File: config.mk
export PLATFORM = sky130hd
export DESIGN_NAME = piso_tx
export DESIGN_NICKNAME = d
export VERILOG_FILES = /design/src/rtl/piso_tx.sv
export SDC_FILE = /design/constraint.sdc
export NUM_CORES = 1
export LEC_CHECK = 0
export BUFFER_PORTS_ARGS = -buffer_cell sky130_fd_sc_hd__buf_4
export CORE_UTILIZATION = 28
export CTS_CLUSTER_DIAMETER = 30
export DETAILED_ROUTE_END_ITERATION = 10
export HOLD_SLACK_MARGIN = 0.15
export SLEW_MARGIN = 20
export SYNTH_ARGS = -nofsm -noshare
export SYNTH_HDL_FRONTEND = slang
export SYNTH_SLANG_ARGS = --single-unit
File: constraint.sdc
create_clock -name clk -period 1.3 [get_ports clk]
set_input_delay 0.13 -clock clk [delete_from_list [all_inputs] [get_ports clk]]
set_output_delay 0.13 -clock clk [all_outputs]
set_load 0.05 [all_outputs]
File: src/rtl/piso_tx.sv
// piso_tx -- parallel-in serial-out transmitter.
//
// Takes a WIDTH-bit word through a valid/ready handshake and shifts it out one
// bit per clock. frame_start and frame_end mark the first and last bit of each
// word. A new word can be accepted while the last bit is on the line, so
// consecutive words stream without an idle cycle.
//
// Parameters:
//   WIDTH      word width in bits (>= 1)
//   MSB_FIRST  1: bit WIDTH-1 goes out first; 0: bit 0 goes out first
//
// Ports:
//   clk           rising-edge clock
//   rst           synchronous, active-high reset
//   load_valid    parallel_in holds a word to send
//   load_ready    a word can be taken this cycle
//   parallel_in   word to serialize, sampled only on accept
//   serial_out    registered serial data bit
//   serial_valid  serial_out carries a frame bit
//   frame_start   first bit of a word is on serial_out
//   frame_end     last bit of a word is on serial_out
//   busy          same as serial_valid
module piso_tx #(
    parameter int unsigned WIDTH     = 4,
    parameter bit          MSB_FIRST = 1'b1
) (
    input  logic             clk,
    input  logic             rst,
    input  logic             load_valid,
    output logic             load_ready,
    input  logic [WIDTH-1:0] parallel_in,
    output logic             serial_out,
    output logic             serial_valid,
    output logic             frame_start,
    output logic             frame_end,
    output logic             busy
);

    // The counter keeps at least one bit so WIDTH=1 still elaborates.
    localparam int unsigned    CW   = (WIDTH > 1) ? $clog2(WIDTH) : 1;
    localparam logic [CW-1:0]  LAST = CW'(WIDTH - 1);

    typedef enum logic {
        IDLE  = 1'b0,
        SHIFT = 1'b1
    } state_t;

    state_t           state_q, state_d;
    logic [WIDTH-1:0] shreg_q, shreg_d;
    logic [WIDTH-1:0] shifted;
    logic [CW-1:0]    cnt_q, cnt_d;
    logic             so_q, so_d;
    logic             fs_q, fs_d;
    logic             fe_q, fe_d;
    logic             accept;

    // Bit that leaves first from a word held in the shift register.
    function automatic logic head_bit(input logic [WIDTH-1:0] w);
        if (MSB_FIRST)
            return w[WIDTH-1];
        else
            return w[0];
    endfunction

    assign serial_valid = (state_q == SHIFT);
    assign busy         = serial_valid;
    assign serial_out   = so_q;
    assign frame_start  = fs_q;
    assign frame_end    = fe_q;

    // Ready while idle, and also on the last bit so the next word follows
    // with no gap.
    assign load_ready   = !serial_valid || fe_q;
    assign accept       = load_valid && load_ready;

    // Shift register keeps the word with the bit currently on the line at the
    // head position; advancing moves the next bit into the head.
    assign shifted = MSB_FIRST ? (shreg_q << 1) : (shreg_q >> 1);

    always_comb begin
        state_d = state_q;
        shreg_d = shreg_q;
        cnt_d   = cnt_q;
        so_d    = so_q;
        fs_d    = fs_q;
        fe_d    = fe_q;

        if (accept) begin
            state_d = SHIFT;
            shreg_d = parallel_in;
            cnt_d   = '0;
            so_d    = head_bit(parallel_in);
            fs_d    = 1'b1;
            fe_d    = (LAST == '0);
        end else begin
            case (state_q)
                IDLE: begin
                    so_d = 1'b0;
                    fs_d = 1'b0;
                    fe_d = 1'b0;
                end
                SHIFT: begin
                    if (fe_q) begin
                        state_d = IDLE;
                        shreg_d = '0;
                        cnt_d   = '0;
                        so_d    = 1'b0;
                        fs_d    = 1'b0;
                        fe_d    = 1'b0;
                    end else begin
                        shreg_d = shifted;
                        cnt_d   = cnt_q + 1'b1;
                        so_d    = head_bit(shifted);
                        fs_d    = 1'b0;
                        fe_d    = (cnt_d == LAST);
                    end
                end
                default: begin
                    state_d = IDLE;
                end
            endcase
        end
    end

    always_ff @(posedge clk) begin
        if (rst) begin
            state_q <= IDLE;
            shreg_q <= '0;
            cnt_q   <= '0;
            so_q    <= 1'b0;
            fs_q    <= 1'b0;
            fe_q    <= 1'b0;
        end else begin
            state_q <= state_d;
            shreg_q <= shreg_d;
            cnt_q   <= cnt_d;
            so_q    <= so_d;
            fs_q    <= fs_d;
            fe_q    <= fe_d;
        end
    end

endmodule

==> metrics.txt <==
status=complete, no violations; Clock Tree Root=clkbuf_4; Switch Pwr=0.183 mW; Setup TNS Final=0 ns; DR iter-0 viols=7; LEAKAGE=0.230 nW; CTS sink count=9; aggregate routed wire length=845 µm; Core Region=1300 µm²; largest net degree at the start of global routing=12; Pre-antenna DRT Iters=3; DR vias=349; Final Hold Fails=0; Synth top cells by count=9 x dfxtp_1, 4 x nor2_1, 3 x mux2i_1, 3 x nor3b_1; Vias/cell=4.85; synthesized net count=48; Synth Instances=40; Post-synth ARST share=0%; YS warnings=0; ANT cells=0; GRT Overall Usage=13.3%; Worst Tran Pin Value=0.139 ns; Avg Cell Area, Syn=9.73 µm²; max cap viols=0; number of enable flip-flop cells after synthesis=0; Worst Setup End Kind=output port; hold-critical path depth=3; Comb power frac=19.9%; Tcrit/Tclk final=93.1%; first-pass GRT wire length=1360 µm; Clk pwr share=33.6%; # port buffers=12; Fmax=826 MHz; Worst Path Required=1.17 ns; sequential share of power=46.4%; Die Ht=39.3 µm; sequential fraction of the synthesis area=46.3%; most frequent cell after synthesis=dfxtp_1; Area growth syn-to-layout=40.5%; crit path kind=reg2out; CTS tree=done; reg2reg path depth=4; total gr overflow=0; fin. max-slew vios=0; # nets final=66; Power Internal=0.464 mW; element type at the critical path start=flop; synthesized area=389 µm²; post-detail-place hpwl=537 µm; Max-Slew Margin vs Limit=90.5%; RSZ-0062 raised after global routing=false; Hold WS=0.183 ns; Core Rows=13; Setup Skew=0.00194 ns; share of cells above drive strength 1=38.6%; Boundary Pins=13; Final setup violation count=0; Netlist cell types=20; DR DRC count=0; post-DR wirelength/cell=11.7 µm; Skew-Pair Late Insertion Delay=0.26 ns; top_reg_cell synth=dfxtp_1; Worst EP arrival=1.08 ns; CTS Buffer Depth=2; min Tclk post-route=1.21 ns; Yosys top cell area share=46.3%; DP Area=483 µm²; initial antenna violation count=0; PD cells=1180 nW/µm²; dominant cell type by area after synthesis=dfxtp_1; vias in the first global route=315; worst-path fanout max=7; Synth area leaders=dfxtp_1 46%, mux2i_1 7.7%, nor3b_1 5.8%; Routability Congestion=0.706; remaining antenna violation count=0; Min-Delay Path Class=in2reg; htree depth=1; peak supply drop=0.618 mV; flop and latch count out of synthesis=9; TritonCTS Buffers=3; Sw Ratio=28.3%; finished layout cell area=547 µm²; post-cts sizing count=0; total power=0.648 mW; post-layout util=42.0%; clock transition at the registers of the reported paths=0.06 ns; initial core utilization=29.9%; Die Area=1540 µm²; die width=39.3 µm
## logic make-up (layout without fill, tap and decap cells)
kind of cell,count (synthesis),after routing,share of synthesized area (%)
adders and majority gates,1,1,3.21
AOI/OAI and AO/OA,8,8,14.5
buffers and inverters,6,23,7.40
and+or+nand+nor,13,13,20.9
DFF,9,9,46.3
muxes,3,3,7.72
## critical path, stage by stage, from the launching register on
cell and delay (ns):
dfxtp_2 0.38, nor2b_4 0.19, inv_2 0.07, buf_4 0.19
## path summary, 6_finish.rpt
kind,startpoint,to,slack [ns]
worst min register to register,shreg_q[2],serial_out,0.46
worst min-delay path,parallel_in[2],shreg_q[2],0.18
worst max register to register,cnt_q[0],cnt_q[1],0.29
worst max-delay path,busy,load_ready,0.09
## power by group through the flow
| stage | combinational [mW] | sequential [mW] | clock [mW] |
|---|---|---|---|
| floorplan | 0.0642 | 0.325 | 0 |
| global placement | 0.117 | 0.307 | 0 |
| detailed placement | 0.118 | 0.307 | 0 |
| CTS | 0.126 | 0.301 | 0.228 |
| global route | 0.137 | 0.303 | 0.246 |
| finish | 0.129 | 0.301 | 0.218 |
## layout make-up
type	count	area [µm²]
Clock buffer	4	26.3
Sequential cell	9	183
Multi-Input combinational cell	25	180
Tap cell	15	18.8
Fill cell	140	754
Timing Repair Buffer	16	128
Inverter	3	11.3
## layer usage
layer	global-route usage [%]	vias up	wire length, µm
met3	6.82	0	45
met5	0	-	0
li1	-	175	-
met1	15.7	166	431
met4	2.59	0	0
met2	21.7	8	367
## cell usage in the layout, fill, tap and decap left out, types with 2 or more instances in the layout
cell	netlist	routed
dlygate4sd3_1	0	3
o22ai_1	2	2
inv_1	2	2
clkbuf_4	0	3
buf_4	1	13
mux2i_1	3	3
dfxtp_2	0	2
nor3b_1	3	3
a32oi_1	2	2
a21oi_1	2	2
nor2_1	4	4
dfxtp_1	9	7
## through the flow
step	setup slack [ns]	std cells
global route	0.0504	72
finish	0.0893	72
detailed placement	0.304	64
global placement	0.272	64
floorplan	0.0520	40
CTS	0.0151	71
## what timing repair did
action	in CTS	in global routing
setup buffers	0	1
hold buffers	3	0
hold endpoints to repair	7	0
setup endpoints to repair	0	1
## registers in the layout (all words and copies together), names as in the netlist
signal,count
busy,1
shreg_q,3
serial_out,1
frame_start,1
frame_end,1
cnt_q,2
No activity file was read; power rests on OpenSTA's default activity.
